**src/rtl/sbp_lookup_arbiter.sv**
```systemverilog
// Front-end arbiter for the sbp_lookup pipeline: shares the single per-cycle input slot
// between streaming lookups and FIFO-buffered table updates, and tags lookups to qualify results.
module sbp_lookup_arbiter #(
  parameter int STAGE_ID_BITS    = 6,
  parameter int LOCATION_BITS    = 11,
  parameter int RESULT_BITS      = 24,
  parameter int PIPE_LATENCY     = 33,
  parameter int UPD_FIFO_DEPTH   = 4,
  parameter int MAX_LOOKUP_BURST = 16
) (
  input  logic                              clk,
  input  logic                              rst,
  input  logic                              lkp_valid_i,
  output logic                              lkp_ready_o,
  input  logic [31:0]                       lkp_ip_addr_i,
  input  logic                              upd_valid_i,
  output logic                              upd_ready_o,
  input  logic [31:0]                       upd_prefix_i,
  input  logic [5:0]                        upd_length_i,
  input  logic [STAGE_ID_BITS-1:0]          upd_stage_id_i,
  input  logic [LOCATION_BITS-1:0]          upd_location_i,
  input  logic [STAGE_ID_BITS-1:0]          upd_childs_stage_id_i,
  input  logic [LOCATION_BITS-1:0]          upd_childs_location_i,
  input  logic [1:0]                        upd_childs_lr_i,
  output logic                              pl_upd_o,
  output logic [31:0]                       pl_ip_addr_o,
  output logic [5:0]                        pl_length_o,
  output logic [STAGE_ID_BITS-1:0]          pl_stage_id_o,
  output logic [LOCATION_BITS-1:0]          pl_location_o,
  output logic [STAGE_ID_BITS-1:0]          pl_childs_stage_id_o,
  output logic [LOCATION_BITS-1:0]          pl_childs_location_o,
  output logic [1:0]                        pl_childs_lr_o,
  input  logic [RESULT_BITS-1:0]            pl_result_i,
  input  logic [31:0]                       pl_ip_addr_i,
  output logic                              res_valid_o,
  output logic [RESULT_BITS-1:0]            res_o,
  output logic [31:0]                       res_ip_addr_o,
  output logic                              upd_issued_o,
  output logic [$clog2(UPD_FIFO_DEPTH):0]   upd_fifo_count_o
);
  localparam int PTR_W  = $clog2(UPD_FIFO_DEPTH);
  localparam int CNT_W  = PTR_W + 1;
  localparam int BCNT_W = $clog2(MAX_LOOKUP_BURST + 1);
  localparam int PAY_W  = 32 + 6 + 2*STAGE_ID_BITS + 2*LOCATION_BITS + 2;
  localparam logic [CNT_W-1:0]  DEPTH_C = CNT_W'(UPD_FIFO_DEPTH);
  localparam logic [BCNT_W-1:0] BMAX    = BCNT_W'(MAX_LOOKUP_BURST);

  logic [PAY_W-1:0]        mem_q [UPD_FIFO_DEPTH];
  logic [PTR_W-1:0]        wr_ptr_q, wr_ptr_d, rd_ptr_q, rd_ptr_d;
  logic [CNT_W-1:0]        count_q, count_d;
  logic [BCNT_W-1:0]       bcnt_q, bcnt_d;
  logic [PAY_W-1:0]        slot_q, slot_d;
  logic                    pl_upd_q, pl_upd_d, issued_q, issued_d;
  logic [PIPE_LATENCY:0]   vld_pipe_q, vld_pipe_d;
  logic                    res_valid_q, res_valid_d;
  logic [RESULT_BITS-1:0]  res_q, res_d;
  logic [31:0]             res_ip_q, res_ip_d;

  logic             empty, full, force_upd, ug, lg, push, pop;
  logic [PAY_W-1:0] upd_pay, head;

  assign upd_pay = {upd_prefix_i, upd_length_i, upd_stage_id_i, upd_location_i,
                    upd_childs_stage_id_i, upd_childs_location_i, upd_childs_lr_i};
  assign head    = mem_q[rd_ptr_q];

  always_comb begin
    empty       = (count_q == '0);
    full        = (count_q == DEPTH_C);
    force_upd   = !empty && (bcnt_q == BMAX);
    lkp_ready_o = !rst && !force_upd;
    upd_ready_o = rst || !full;
    ug          = !rst && !empty && (force_upd || !lkp_valid_i);
    lg          = lkp_valid_i && lkp_ready_o;
    push        = !rst && upd_valid_i && !full;
    pop         = ug;

    wr_ptr_d = wr_ptr_q + PTR_W'(push);
    rd_ptr_d = rd_ptr_q + PTR_W'(pop);
    count_d  = count_q + CNT_W'(push) - CNT_W'(pop);

    bcnt_d = bcnt_q;
    if (ug || empty)        bcnt_d = '0;
    else if (lg && bcnt_q != BMAX) bcnt_d = bcnt_q + 1'b1;

    slot_d   = '0;
    pl_upd_d = 1'b0;
    issued_d = 1'b0;
    if (ug) begin
      slot_d   = head;
      pl_upd_d = 1'b1;
      issued_d = 1'b1;
    end else if (lg) begin
      slot_d = {lkp_ip_addr_i, (PAY_W-32)'(0)};
    end

    // bit 0 marks the slot register holding a lookup; the top bit lines up with pl_result_i
    vld_pipe_d  = {vld_pipe_q[PIPE_LATENCY-1:0], lg};
    res_valid_d = vld_pipe_q[PIPE_LATENCY];
    res_d       = vld_pipe_q[PIPE_LATENCY] ? pl_result_i  : res_q;
    res_ip_d    = vld_pipe_q[PIPE_LATENCY] ? pl_ip_addr_i : res_ip_q;
  end

  always_ff @(posedge clk) begin
    if (push) mem_q[wr_ptr_q] <= upd_pay;
  end

  always_ff @(posedge clk) begin
    if (rst) begin
      wr_ptr_q    <= '0;
      rd_ptr_q    <= '0;
      count_q     <= '0;
      bcnt_q      <= '0;
      slot_q      <= '0;
      pl_upd_q    <= 1'b0;
      issued_q    <= 1'b0;
      vld_pipe_q  <= '0;
      res_valid_q <= 1'b0;
      res_q       <= '0;
      res_ip_q    <= '0;
    end else begin
      wr_ptr_q    <= wr_ptr_d;
      rd_ptr_q    <= rd_ptr_d;
      count_q     <= count_d;
      bcnt_q      <= bcnt_d;
      slot_q      <= slot_d;
      pl_upd_q    <= pl_upd_d;
      issued_q    <= issued_d;
      vld_pipe_q  <= vld_pipe_d;
      res_valid_q <= res_valid_d;
      res_q       <= res_d;
      res_ip_q    <= res_ip_d;
    end
  end

  assign {pl_ip_addr_o, pl_length_o, pl_stage_id_o, pl_location_o,
          pl_childs_stage_id_o, pl_childs_location_o, pl_childs_lr_o} = slot_q;
  assign pl_upd_o         = pl_upd_q;
  assign upd_issued_o     = issued_q;
  assign res_valid_o      = res_valid_q;
  assign res_o            = res_q;
  assign res_ip_addr_o    = res_ip_q;
  assign upd_fifo_count_o = count_q;

endmodule

```
**config.mk**
```make
export PLATFORM = sky130hd
export DESIGN_NAME = sbp_lookup_arbiter
export DESIGN_NICKNAME = d
export VERILOG_FILES = /design/src/rtl/sbp_lookup_arbiter.sv
export SDC_FILE = /design/constraint.sdc
export NUM_CORES = 1
export LEC_CHECK = 0
export CORE_ASPECT_RATIO = 0.75
export CORE_UTILIZATION = 56
export CTS_CLUSTER_SIZE = 20
export DETAILED_ROUTE_END_ITERATION = 10
export PLACE_DENSITY_LB_ADDON = 0.08
export SLEW_MARGIN = 5
export SYNTH_ARGS = -nofsm -noshare
export SYNTH_HDL_FRONTEND = slang
export SYNTH_SLANG_ARGS = --single-unit
```
**constraint.sdc**
```tcl
create_clock -name clk -period 14.54 [get_ports clk]
set_clock_uncertainty 0.2 [all_clocks]
set_input_delay 2.181 -clock clk [delete_from_list [all_inputs] [get_ports clk]]
set_output_delay 2.181 -clock clk [all_outputs]
set_load 0.01 [all_outputs]
```
---- After elaboration in Yosys (flattened, before gate mapping) ----
Memories as Yosys holds them, arrays and structs flattened. A register that Yosys moved wholly into a read port is not among the register bits.
Cells that the tools add are included.
word-level totals
  register bits after elaboration ......... 178
  latch bits .............................. 0
  bits in writable memories ............... 296
  ROM bits ................................ 0
  bits of input ports ..................... 166
  logic and storage cells ................. 43
  memories ................................ 1
cells by class
  add/sub/neg operators ................... 5
  $mul .................................... 0
  divide/modulo/power cells ............... 0
  $lt $le $gt $ge ......................... 0
  equality and inequality tests ........... 3
  shifts and indexed selects .............. 0
  mux-type cells .......................... 6
  bitwise gates (word level) .............. 0
  reductions and logical operators ........ 18
memories
  name   words  bits a word  read ports  clocked after Yosys merged registers in  write ports  line  source
  mem_q  4      74           1           1                                        1            48    logic [PAY_W-1:0] mem_q [UPD_FIFO_DEPTH];
operator list
  cell                 number
  $mux 74              2
  $logic_and 1x1->1    8
  $add 5x1->5 const B  1
  $eq 5x5->1 const B   1
  $logic_not 1->1      5
  $ne 5x5->1 const B   1
  $add 2x1->2          2
  $add 3x1->3          1
  $eq 3x3->1 const B   1
  $logic_not 3->1      1
  $logic_or 1x1->1     3
  $mux 1               3
  $sub 3x1->3          1
  $mux 2               1
  $reduce_or 2->1      1

---- Longest topological paths before layout ----
  word-level depth ........................ 8
  gate-level depth with buffers ........... 11
  mapped depth without buffers ............ 10

---- Worst setup path before layout ----
No wires, ideal clock.
  path kind ............................... input to register
  start ................................... input port rst
  end ..................................... memory mem_q[1][0] (netlist name), enable pin
  arrival time ............................ 7.865 ns
  data required time ...................... 13.727 ns
  setup slack ............................. 5.863 ns
  stages .................................. 3
  buffers on the path ..................... 0
  path through ............................ inv_2 nand3_1 nor3b_1
between the ends
  longest elaborated chain between the ends .. 5
ends and longest elaborated chain
  element                         line  source
  from (decl)                     12    input logic rst,
  $logic_not 1->1                 74    push = !rst && upd_valid_i && !full;
  $logic_and 1x1->1 (2 in a row)  74
  $mux 1                          104   if (push) mem_q[wr_ptr_q] <= upd_pay;
  $mux 1 (not written as such)    104
  to (decl)                       48
No other way between the ends.

---- Worst setup path after layout ----
  start ................................... input port rst
  end ..................................... output port lkp_ready_o
between the ends
  longest elaborated chain between the ends .. 2
ends and longest elaborated chain
  element            line  source
  $logic_not 1->1    70    lkp_ready_o = !rst && !force_upd;
  $logic_and 1x1->1  70
  to (decl)          14    output logic lkp_ready_o,
No other way between the ends.

==> impl_metrics.env <==
export IMPL_wirelength_um=32900
export IMPL_gp_congestion=0.723
export IMPL_cts_buffers=43
export IMPL_fin_nets=1360
export IMPL_cp_data_required_time_ns=12.16
export IMPL_critPathTopFamily="buffers and inverters"
export IMPL_die_area_sq_um=29900
export IMPL_fin_cells=1611
export IMPL_grt_max_degree=102
export IMPL_syn_to_final_growth_pct=30.0
export IMPL_setup_violations=0
export IMPL_synth_area_leaders="edfxtp_1 (54%), dfxtp_1 (22%), mux4_2 (10%)"
export IMPL_netlist_instances=880
export IMPL_viasPerCell=5.35
export IMPL_r2r_setup_slack_ns=11.60
export IMPL_pin_count=304
export IMPL_ctsRootBufferMaster="clkbuf_16"
export IMPL_cp_max_fo=101
export IMPL_port_buffers=303
export IMPL_place_inst=1529
export IMPL_grt_overflow=0
export IMPL_ys_warn_count=0
export IMPL_hp_start="vld_pipe_q[25]$_SDFF_PP0_"
export IMPL_period_share_pct=41.8
export IMPL_critPathCaptureType="primary output"
export IMPL_cts_resized=0
export IMPL_synth_top_cell_area_share_pct=54.4
export IMPL_cts_tree="built"
export IMPL_first_pass_iters=4
export IMPL_max_slew_margin_rel_pct=32.2
export IMPL_drive_above_1_share_pct=13.7
export IMPL_outcome="finished, final reports clean"
export IMPL_hold_viol=0
export IMPL_h_tree_depth=2
export IMPL_vias=8616
export IMPL_antenna_found_initial=4
export IMPL_rsz0062_at_grt="false"
export IMPL_power_density_nw_per_um2=147
export IMPL_syn_area_sq_um=16300
export IMPL_grt_pass1_vias=8614
export IMPL_wire_per_inst_um=20.4
export IMPL_num_rows=53
export IMPL_insertion_delay_ns=0.53
export IMPL_initial_core_util_pct=57.6
export IMPL_critPathBufInv=3
export IMPL_async_reset_ff_share_pct=0
export IMPL_worst_hold_path_endpoint="vld_pipe_q[26]$_SDFF_PP0_"
export IMPL_slowest_delay_ns=0.79
export IMPL_ys_ff_latch=474
export IMPL_cp_slowest_cell="buf_4"
export IMPL_fin_crit_ns=6.07
export IMPL_reg2reg_from="upd_fifo_count_o[1]$_SDFF_PP0_"
export IMPL_ir_drop_mv=0.103
export IMPL_die_h_um=150
export IMPL_dpl_hpwl_um=19800
export IMPL_tightest_slew_ns=1.02
export IMPL_start_kind="input port"
export IMPL_core_area_sq_um=28400
export IMPL_grt_pass1_wl_um=49300
export IMPL_synth_top_area_cell="edfxtp_1"
export IMPL_hold_buffers=0
export IMPL_synth_nets=1051
export IMPL_drt_iter0_drc=498
export IMPL_cts_num_sinks=474
export IMPL_max_freq_mhz=165
export IMPL_finalSetupTns_ns=0
export IMPL_path_cells="buf_2, buf_4, nor2_1, clkdlybuf4s50_1"
export IMPL_timing_rr_end="mem_q[3][33]$_DFFE_PP_"
export IMPL_clockBufferDepth=3
export IMPL_finalWorstSetupSlack_ns=8.47
export IMPL_ys_top_cells_by_count="edfxtp_1 (296), dfxtp_1 (178), mux4_2 (74), nor2_1 (69), mux2i_1 (56)"
export IMPL_synth_edff_count=296
export IMPL_arrival_ns=3.69
export IMPL_cts_setup_buffers=0
export IMPL_yosysMostFrequentCell="edfxtp_1"
export IMPL_p_leak_nw=7.04
export IMPL_holdCritPathClass="flop to flop"
export IMPL_fp_dieW_um=199
export IMPL_synth_cell_type_count=34
export IMPL_syn_area_per_cell_sq_um=18.6
export IMPL_track_usage_pct=22.0
export IMPL_synth_ff_type="edfxtp_1"
export IMPL_final_antenna_net_count=0
export IMPL_r2r_cells=5
export IMPL_clkSlewWorstSetupHoldPaths_ns=0.06
export IMPL_cap_viol_max_count=0
export IMPL_seq_area_frac_synth_pct=76.2
export IMPL_drc=0
export IMPL_preCtsSetupSlack_ns=8.45
export IMPL_min_path_cells=1
export IMPL_slew_viol_final=0
export IMPL_critPathKind="input port to primary output"
==> flip-flops by register name, indices dropped and copies added, names as in the netlist <==
signal            count
mem_q               296
slot_q               74
vld_pipe_q           34
res_ip_addr_o        32
res_o                24
bcnt_q                5
upd_fifo_count_o      3
rd_ptr_q              2
wr_ptr_q              2
res_valid_o           1
upd_issued_o          1
==> cell usage in the layout (no fill, tap or decap), types with 7 or more instances in the layout <==
cell type and instances:
a32o_1 32, and2_1 45, buf_4 12, bufinv_16 8
clkbuf_16 45, clkdlybuf4s50_1 302, clkinv_2 7, dfxtp_1 175
edfxtp_1 296, mux2i_1 56, mux4_2 74, nor2_1 69
nor2b_1 37
==> where the power goes <==
part / leakage, nW / switching [mW] / internal, mW
combinational: 2.16 / 0.160 / 0.222
sequential: 4.13 / 0.0459 / 1.50
clock: 0.745 / 0.471 / 0.728
==> through the flow <==
| step | util [%] | hold slack, ns | cell area, sq um | power (mW) |
|---|---|---|---|---|
| after floorplan | - | 0.214 | 16300 | 1.80 |
| after global placement | 69.5 | 0.216 | 19700 | 1.96 |
| after detailed placement | 69.5 | 0.222 | 19700 | 1.96 |
| after CTS | 74.9 | 0.236 | 21300 | 3.16 |
| after global routing | 74.9 | 0.245 | 21300 | 3.24 |
| final | 74.9 | 0.235 | 21300 | 3.13 |
==> logic make-up (layout without fill, tap and decap cells) <==
kind of cell               after synthesis  after routing  synth area share [%]
and+or+nand+nor                        165            165                  5.30
other                                    0              3                     0
buffers and inverters                   58            401                  1.74
DFF                                    474            474                  76.2
AOI/OAI and AO/OA                       40             40                  2.30
adders and majority gates                5              5                 0.429
muxes                                  132            132                  13.8
xor gates and xnor gates                 6              6                 0.321
==> routing by layer <==
| metal | track usage [%] | routed length [um] |
|---|---|---|
| met1 | 29.8 | 13900 |
| met2 | 35.2 | 15900 |
| met3 | 6.31 | 2670 |
| met4 | 5.88 | 478 |
| met5 | 0 | 16 |
==> area by class of cell <==
class / count / area (sq um)
clock buffer: 55 / 1200
multi-input combinational: 348 / 3640
tap: 385 / 482
antenna: 3 / 7.51
inverter: 7 / 26.3
sequential: 474 / 12500
timing repair buffer: 315 / 3120
clock inverter: 24 / 322
fill: 1785 / 7120
==> how the worst max path moves through the flow <==
stage | start | end | slack [ns] | depth (start not counted)
floorplan | rst | mem_q[1][0]$_DFFE_PP_ | 5.86 | 3
global placement | rst | lkp_ready_o | 8.45 | 4
detailed placement | rst | lkp_ready_o | 8.45 | 4
CTS | rst | lkp_ready_o | 8.45 | 4
global route | rst | lkp_ready_o | 8.34 | 4
finish | rst | lkp_ready_o | 8.47 | 4
Note: power is estimated with default switching activity, not from simulation.
